--- config.mk ---
export PLATFORM = sky130hd
export DESIGN_NAME = moore_seq_gen
export DESIGN_NICKNAME = d
export VERILOG_FILES = /design/src/rtl/moore_seq_gen_pkg.sv /design/src/rtl/moore_seq_gen_down_cnt.sv /design/src/rtl/moore_seq_gen.sv
export SDC_FILE = /design/constraint.sdc
export NUM_CORES = 1
export LEC_CHECK = 0
export ABC_AREA = 1
export CORE_AREA = 2 2 67 56
export CTS_CLUSTER_SIZE = 28
export DETAILED_ROUTE_END_ITERATION = 8
export DIE_AREA = 0 0 69 58
export MAX_ROUTING_LAYER = met4
export PLACE_DENSITY = 0.7
export SLEW_MARGIN = 0
export SYNTH_ARGS = -nofsm -noshare
export SYNTH_HDL_FRONTEND = slang
export SYNTH_SLANG_ARGS = --single-unit
export TNS_END_PERCENT = 10
--- constraint.sdc ---
create_clock -name clk -period 1.4 [get_ports clk]
set_input_delay 0.28 -clock clk [delete_from_list [all_inputs] [get_ports clk]]
set_output_delay 0.28 -clock clk [all_outputs]
set_load 0.005 [all_outputs]
--- src/rtl/moore_seq_gen_pkg.sv ---
// Shared definitions for the serial pattern transmitter: state encoding and
// the registered output bundle.
package moore_seq_gen_pkg;

   typedef enum logic [1:0] {
      S_IDLE  = 2'd0,
      S_SHIFT = 2'd1,
      S_GAP   = 2'd2,
      S_DONE  = 2'd3
   } state_t;

   typedef struct packed {
      logic x;
      logic valid;
      logic frame;
      logic busy;
      logic done;
   } out_t;

endpackage

--- src/rtl/moore_seq_gen_down_cnt.sv ---
// Loadable down-counter with zero flag; saturates at zero, load has priority.
module seq_down_cnt #(
   parameter int W = 4
) (
   input  logic         clk,
   input  logic         rst,
   input  logic         load,
   input  logic [W-1:0] load_val,
   input  logic         dec,
   output logic [W-1:0] cnt,
   output logic         zero
);

   // NOTE: synchronous reset -- rst is only looked at on the clock edge, so it
   // stays out of the sensitivity list.
   always_ff @(posedge clk) begin
      if (rst)
         cnt <= '0;
      else if (load)
         cnt <= load_val;
      else if (dec && (cnt != '0))
         cnt <= cnt - 1'b1;
   end

   assign zero = (cnt == '0);

endmodule

--- src/rtl/moore_seq_gen.sv ---
// Serial pattern transmitter: shifts a captured pattern out MSB-first,
// repeating it with optional idle gaps; all outputs registered.
module moore_seq_gen
   import moore_seq_gen_pkg::*;
#(
   parameter int   PAT_W    = 4,
   parameter int   CNT_W    = 4,
   parameter int   GAP_W    = 3,
   parameter logic IDLE_LVL = 1'b0
) (
   input  logic             clk,
   input  logic             rst,
   input  logic             start,
   input  logic [PAT_W-1:0] pat,
   input  logic [CNT_W-1:0] reps,
   input  logic [GAP_W-1:0] gap,
   input  logic             stop,
   output logic             x,
   output logic             valid,
   output logic             frame,
   output logic             busy,
   output logic             done
);

   localparam int BIT_W = $clog2(PAT_W);

   state_t             state, state_d;
   logic [PAT_W-1:0]   pat_q, pat_d, sr_q, sr_d;
   logic [BIT_W-1:0]   bit_cnt, bit_cnt_d;
   logic [GAP_W-1:0]   gap_q, gap_d;
   logic               stop_q, stop_d;
   out_t               out_q, out_d;

   logic               rep_load, rep_dec, rep_zero;
   logic [CNT_W-1:0]   rep_val, rep_cnt;
   logic               gap_load, gap_dec, gap_zero;
   logic [GAP_W-1:0]   gap_val, gap_cnt;

   logic               last_bit, stop_seen;

   assign last_bit  = (bit_cnt == BIT_W'(PAT_W - 1));
   assign stop_seen = stop_q | stop;

   // rep_cnt holds repeats remaining after the current one
   seq_down_cnt #(.W(CNT_W)) u_rep_cnt (
      .clk(clk), .rst(rst), .load(rep_load), .load_val(rep_val),
      .dec(rep_dec), .cnt(rep_cnt), .zero(rep_zero)
   );

   // gap_cnt holds gap cycles remaining after the current one
   seq_down_cnt #(.W(GAP_W)) u_gap_cnt (
      .clk(clk), .rst(rst), .load(gap_load), .load_val(gap_val),
      .dec(gap_dec), .cnt(gap_cnt), .zero(gap_zero)
   );

   // NOTE: non-blocking assignments for every register so all flops update
   // together from the same pre-edge values.
   always_ff @(posedge clk) begin
      if (rst) begin
         state   <= S_IDLE;
         pat_q   <= '0;
         sr_q    <= '0;
         bit_cnt <= '0;
         gap_q   <= '0;
         stop_q  <= 1'b0;
         out_q   <= '{x: IDLE_LVL, default: 1'b0};
      end else begin
         state   <= state_d;
         pat_q   <= pat_d;
         sr_q    <= sr_d;
         bit_cnt <= bit_cnt_d;
         gap_q   <= gap_d;
         stop_q  <= stop_d;
         out_q   <= out_d;
      end
   end

   // NOTE: every signal gets a default before the case so no path leaves one
   // unassigned, which would otherwise infer a latch.
   always_comb begin
      state_d   = state;
      pat_d     = pat_q;
      sr_d      = sr_q;
      bit_cnt_d = bit_cnt;
      gap_d     = gap_q;
      stop_d    = stop_q;
      rep_load  = 1'b0;
      rep_val   = '0;
      rep_dec   = 1'b0;
      gap_load  = 1'b0;
      gap_val   = '0;
      gap_dec   = 1'b0;
      case (state)
         S_IDLE: begin
            stop_d = 1'b0;
            if (start) begin
               state_d   = S_SHIFT;
               pat_d     = pat;
               sr_d      = pat;
               bit_cnt_d = '0;
               gap_d     = gap;
               rep_load  = 1'b1;
               rep_val   = (reps == '0) ? '0 : reps - 1'b1;
            end
         end
         S_SHIFT: begin
            stop_d = stop_seen;
            if (!last_bit) begin
               sr_d      = sr_q << 1;
               bit_cnt_d = bit_cnt + 1'b1;
            end else if (!rep_zero && !stop_seen) begin
               rep_dec = 1'b1;
               if (gap_q == '0) begin
                  sr_d      = pat_q;
                  bit_cnt_d = '0;
               end else begin
                  state_d  = S_GAP;
                  gap_load = 1'b1;
                  gap_val  = gap_q - 1'b1;
               end
            end else begin
               state_d = S_DONE;
            end
         end
         S_GAP: begin
            stop_d = stop_seen;
            if (stop_seen) begin
               state_d = S_DONE;
            end else if (gap_zero) begin
               state_d   = S_SHIFT;
               sr_d      = pat_q;
               bit_cnt_d = '0;
            end else begin
               gap_dec = 1'b1;
            end
         end
         S_DONE:  state_d = S_IDLE;
         default: state_d = S_IDLE;
      endcase
   end

   // Outputs are decoded from the next state so they register alongside it
   always_comb begin
      out_d.valid = (state_d == S_SHIFT);
      out_d.x     = out_d.valid ? sr_d[PAT_W-1] : IDLE_LVL;
      out_d.frame = out_d.valid && (bit_cnt_d == '0);
      out_d.busy  = (state_d != S_IDLE);
      out_d.done  = (state_d == S_DONE);
   end

   assign x     = out_q.x;
   assign valid = out_q.valid;
   assign frame = out_q.frame;
   assign busy  = out_q.busy;
   assign done  = out_q.done;

endmodule

# ---- After elaboration in Yosys (flattened, before gate mapping)
# Cells that the tools add are included.
dict set report totals {
  register_bits 28
  out_inout_bits 5
  input_bits 15
}
dict set report op_classes {
  eq_ne 11
  addsub 5
  n_reduce_logical 23
  n_bitwise 2
  muxes 45
}
# op n
set ops {}
lappend ops {{$mux 4} 11}
lappend ops {{$mux 2} 12}
lappend ops {{$mux 3} 6}
lappend ops {{$mux 1} 12}
lappend ops {{$pmux 4 s3} 1}
lappend ops {{$eq 2x2->1 const B} 4}
lappend ops {{$logic_not 4->1} 2}
lappend ops {{$pmux 2 s4} 1}
lappend ops {{$reduce_bool 2->1} 4}
lappend ops {{$sub 4x1->4 const B} 2}
lappend ops {{$logic_not 3->1} 2}
lappend ops {{$ne 2x2->1 const B} 3}
lappend ops {{$ne 3x3->1 const B} 2}
lappend ops {{$pmux 2 s3} 1}
lappend ops {{$reduce_and 6->1} 1}
lappend ops {{$reduce_bool 3->1} 2}
lappend ops {{$sub 3x1->3 const B} 2}
lappend ops {{$eq 2x1->1 const B} 2}
lappend ops {{$logic_and 1x1->1} 4}
lappend ops {{$logic_not 2->1} 2}
lappend ops {{$reduce_bool 4->1} 1}
lappend ops {{$reduce_or 2->1} 2}
lappend ops {{$add 2x1->2 const B} 1}
lappend ops {{$logic_not 1->1} 2}
lappend ops {{other kinds (4)} 4}

# ---- Logic depth before layout (Yosys ltp)
dict set report logic_depth {
  ltp_word 9
  ltp_mapped 12
}

# ---- Modules after synthesis
# From an unflattened synthesis, not the netlist that was laid out.
dict set report unflattened {
  hier_cells 245
  area_unflattened_um2 1622.8
}
# mod instances area_each_um2 seq_area_each_um2 cells_per_inst
set by_module_without_submodules {}
lappend by_module_without_submodules {moore_seq_gen 1 1147.4 420.4 170}
lappend by_module_without_submodules {{seq_down_cnt at u_rep_cnt} 1 274.0 80.1 41}
lappend by_module_without_submodules {{seq_down_cnt at u_gap_cnt} 1 201.4 60.1 34}

# ---- Worst setup path before layout
# OpenSTA, ideal clock, no wires.
dict set report synth_timing {
  path_kind {register to register}
  from {register state[1]}
  to {register u_gap_cnt.cnt[2]}
  required_time_ns 1.268
  period_less_slack_ns 1.413
  stages_incl_launch_ff 10
  path_buffers 0
  t_arrival_ns 1.282
  slack_ns -0.013
  cell_sequence {dfxtp_1 inv_1 ha_1 nand2_1 inv_1 nand3_1 nor2_1 inv_1 a21oi_1 nor3_1}
}
dict set report synth_via {
  elab_chain_len 4
}
# item line_no
set synth_rtl {}
lappend synth_rtl {{start, declared} moore_seq_gen.sv:27} ;# state_t state, state_d;
lappend synth_rtl {{start signal, assigned} moore_seq_gen.sv:68} ;# state <= state_d;
lappend synth_rtl {{$eq 2x2->1} moore_seq_gen.sv:93} ;# case (state)
lappend synth_rtl {{$mux 1} moore_seq_gen.sv:93}
lappend synth_rtl {{$logic_and 1x1->1} moore_seq_gen_down_cnt.sv:21} ;# else if (dec && (cnt != '0))
lappend synth_rtl {{$reduce_bool 2->1 (no source line)} --}
lappend synth_rtl {{end signal, assigned} moore_seq_gen_down_cnt.sv:20} ;# cnt <= load_val;
lappend synth_rtl {{end signal, assigned} moore_seq_gen_down_cnt.sv:22} ;# cnt <= cnt - 1'b1;
lappend synth_rtl {{end, declared} moore_seq_gen_down_cnt.sv:10} ;# output logic [W-1:0] cnt,
# Parallel ways exist; a longest one is shown, timed or not.
# A chain may end at the register's enable or synchronous reset.

# ---- Final worst setup path
dict set report layout_timing {
  from {register state[1]}
  to {register out_q, in the netlist frame}
}
dict set report layout_via {
  elab_chain_len 6
}
# item line_no
set layout_rtl {}
lappend layout_rtl {{$mux 2} moore_seq_gen.sv:113} ;# if (gap_q == '0) begin
lappend layout_rtl {{$mux 2} moore_seq_gen.sv:111} ;# end else if (!rep_zero && !stop_seen) begin
lappend layout_rtl {{$mux 2} moore_seq_gen.sv:108} ;# if (!last_bit) begin
lappend layout_rtl {{$pmux 2 s4} moore_seq_gen.sv:93}
lappend layout_rtl {{$eq 2x1->1} moore_seq_gen.sv:144} ;# out_d.valid = (state_d == S_SHIFT);
lappend layout_rtl {{$logic_and 1x1->1 *} moore_seq_gen.sv:146} ;# out_d.frame = out_d.valid && (bit_cnt_d == '0);
lappend layout_rtl {{end signal, assigned} moore_seq_gen.sv:74} ;# out_q <= out_d;
lappend layout_rtl {{end, declared} moore_seq_gen.sv:32} ;# out_t out_q, out_d;
# Mark *: on every way between the ends. The rest lies on a longest branch, timed or not.

==> reports/results.tsv <==
metric	value	unit
TritonCTS clock tree	built	
setup violators final	3	
Total Wirelength	3840	microns
Hold Path End	pat_q[3]$_SDFFE_PP0P_	
flop2flop setup slack	-60	ps
Max Freq	0.687	GHz
antenna diode count	0	
actual slew at the worst max-slew pin	344	ps
Setup crit start kind	flip-flop	
Worst Path Arrival	1680	ps
CTS buffer count	3	
Chip Width	69	microns
wire per inst	12.0	microns
r2r startpoint	state[1]$_SDFF_PP0_	
DRC Markers	0	
Seq/Total Area, Yosys	35.7	%
Max transition margin	77.0	%
Synth Warn #	0	
number of H-tree levels	1	
core area	3330	sq um
Die Area	4000	sq um
TritonRoute pass-1 iters	4	
Reg2Reg Depth	11	
pin count of the biggest net entering global routing	15	
Total GRT Usage	19.9	%
Via Count	1561	
vias in the first global route	1406	
GRT overflow	0	
Starting DRT DRC Count	66	
IO Port Bufs	19	
PnR worst setup slack	-56.2	ps
failing checks	setup timing	
mapped cell area	1570	sq um
internal power	1.35	mW
hold buffers post-CTS	0	
fin crit period	1460	ps
Initial Utilization	47.1	%
final instance area	2330	sq um
Clk pin slew, worst setup/hold paths	90	ps
mean area per synthesized cell	7.04	sq um
root buffer cell	clkbuf_8	
Pins Over Slew Limit	0	
RSZ-0062 raised after global routing	true	
status	finished with violations	
I/O Pins	20	
Switching Share	30.3	%
Post-Syn Nets	249	
Leak	1.05	nW
Mapped Cells	223	
Reg power frac	46.5	%
Min-Delay Path Class	flip-flop to flip-flop	
critical path class	flip-flop to flip-flop	
clock group share of total power	22.7	%
clock sink count	28	
post-synthesis register bit count	28	
Total Nets Final	305	
dpl hpwl	2580	microns
Tcrit/Tclk final	104	%
Max-Cap Viols	0	
antenna violations before repair	0	
Worst EP required	1620	ps
row cnt	19	
most common cell after layout, fill and taps aside	nand2_1	
clk_skew	7.57	ps
most frequent cells in the layout	nand2_1, buf_4, dfxtp_1, nor2_1, inv_1	
Post-DP Area	2010	sq um
die height	58	microns
number of distinct library cells after synthesis	26	
Switching Power	0.586	mW
Max VDD drop	0.755	mV
share of layout cells above drive strength 1	35.4	%
GPL Wtd Cong	0.851	
hold path depth	2	
Setup Slack @ Placement	-314	ps
hold path start	pat_q[3]$_SDFFE_PP0P_	
Antenna Nets Post-Route	0	
final hold vios	0	
clk_lat worst skew	280	ps
CP Capture Type	flip-flop	
global-route wire length before repair	6180	microns
R2R Path End	frame$_SDFF_PP0_	
Layout area overhead	48.8	%
Logic pwr share	30.8	%
P per Cell Area	828	nW/um^2
clock buffer depth	2	
via density per instance	4.89	
largest fanout on the critical path	6	
==> synth_stat cells (all sizes together) <==
cell,number,share of area [%]
clkbuf,2,0.48
inv,32,7.7
o211a,1,0.64
buf,1,0.24
nand3,13,4.5
nand2,58,15
a31oi,1,0.40
dfxtp,28,36
xnor2,3,1.7
nor3,4,1.3
o22ai,2,0.80
nor2,25,7.4
nor3b,2,0.96
o21ai,18,6.0
a21oi,18,6.5
xor2,1,0.56
ha,11,8.8
nand4,2,0.80
o21bai,1,1.2
==> state kept, by name (all words and copies together) (netlist names) <==
| name | count |
|---|---|
| bit_cnt | 2 |
| busy | 1 |
| done | 1 |
| frame | 1 |
| gap_q | 3 |
| pat_q | 4 |
| sr_q | 4 |
| state | 2 |
| stop_q | 1 |
| u_gap_cnt.cnt | 3 |
| u_rep_cnt.cnt | 4 |
| valid | 1 |
| x | 1 |
==> cell type report <==
| class | count | area (sq um) |
|---|---|---|
| Clock buffer | 3 | 41.3 |
| Fill cell | 274 | 993 |
| Inverter | 32 | 128 |
| Multi-Input combinational cell | 160 | 1090 |
| Sequential cell | 28 | 569 |
| Tap cell | 42 | 52.6 |
| Timing Repair Buffer | 54 | 457 |
==> how the worst max path moves through the flow <==
stage,startpoint,to,depth (start not counted)
floorplan,state[1]$_SDFF_PP0_,u_rep_cnt.cnt[2]$_SDFFE_PP0P_,9
global placement,stop,sr_q[2]$_SDFFE_PP0P_,7
detailed placement,stop,sr_q[2]$_SDFFE_PP0P_,7
CTS,state[1]$_SDFF_PP0_,x$_SDFF_PP0_,10
global route,state[1]$_SDFF_PP0_,frame$_SDFF_PP0_,11
finish,state[1]$_SDFF_PP0_,frame$_SDFF_PP0_,11
==> routing by layer <==
layer	vias to the layer above	GRT usage (%)	part of all wire [%]
met4	0	5.32	0.94
met1	703	24.8	46
met3	6	5.91	5.1
met5	-	-	0
met2	29	31.7	48
li1	823	-	-
==> worst max-delay path, stage by stage, from the launching register on <==
cell,delay (ps)
dfxtp_2,350
buf_6,130
ha_4,190
nand3_2,70
nand2_1,50
nor2_1,120
nand2_1,80
nand2_2,90
nand2_2,70
nor2_4,130
nand2_2,50
nor2_2,60
==> logic make-up after synthesis <==
kind of cell,count (synthesis),synth area share [%]
DFF,28,35.7
and+or+nand+nor,104,29.4
buffers and inverters,35,8.37
adders and majority gates,11,8.77
AOI/OAI and AO/OA,41,15.5
xor gates and xnor gates,4,2.23
==> timing repair <==
action	in CTS	in global routing
setup buffers	2	6
pin swaps	19	19
endpoints found under the setup margin	18	18
gates resized for setup	42	33
==> power by group through the flow <==
stage,Clock [mW],Combinational (mW),Sequential [mW]
after global routing,0.481,0.661,0.907
after detailed placement,0,0.483,0.908
after floorplan,0,0.273,0.909
final,0.438,0.597,0.899
after CTS,0.447,0.523,0.895
after global placement,0,0.478,0.907
==> through the flow <==
step / util [%] / cells / power [mW] / TNS (ps) / hold WS, ps
2_1_floorplan: - / 223 / 1.18 / 0 / 445
3_3_place_gp: 60.4 / 308 / 1.38 / -4570 / 451
3_5_place_dp: 60.4 / 308 / 1.39 / -5000 / 455
4_1_cts: 66.2 / 313 / 1.86 / -5.42 / 468
5_1_grt: 70.2 / 319 / 2.05 / -646 / 493
6_report: 70.2 / 319 / 1.93 / -73.7 / 466
Power figures use the tool's default switching activity.
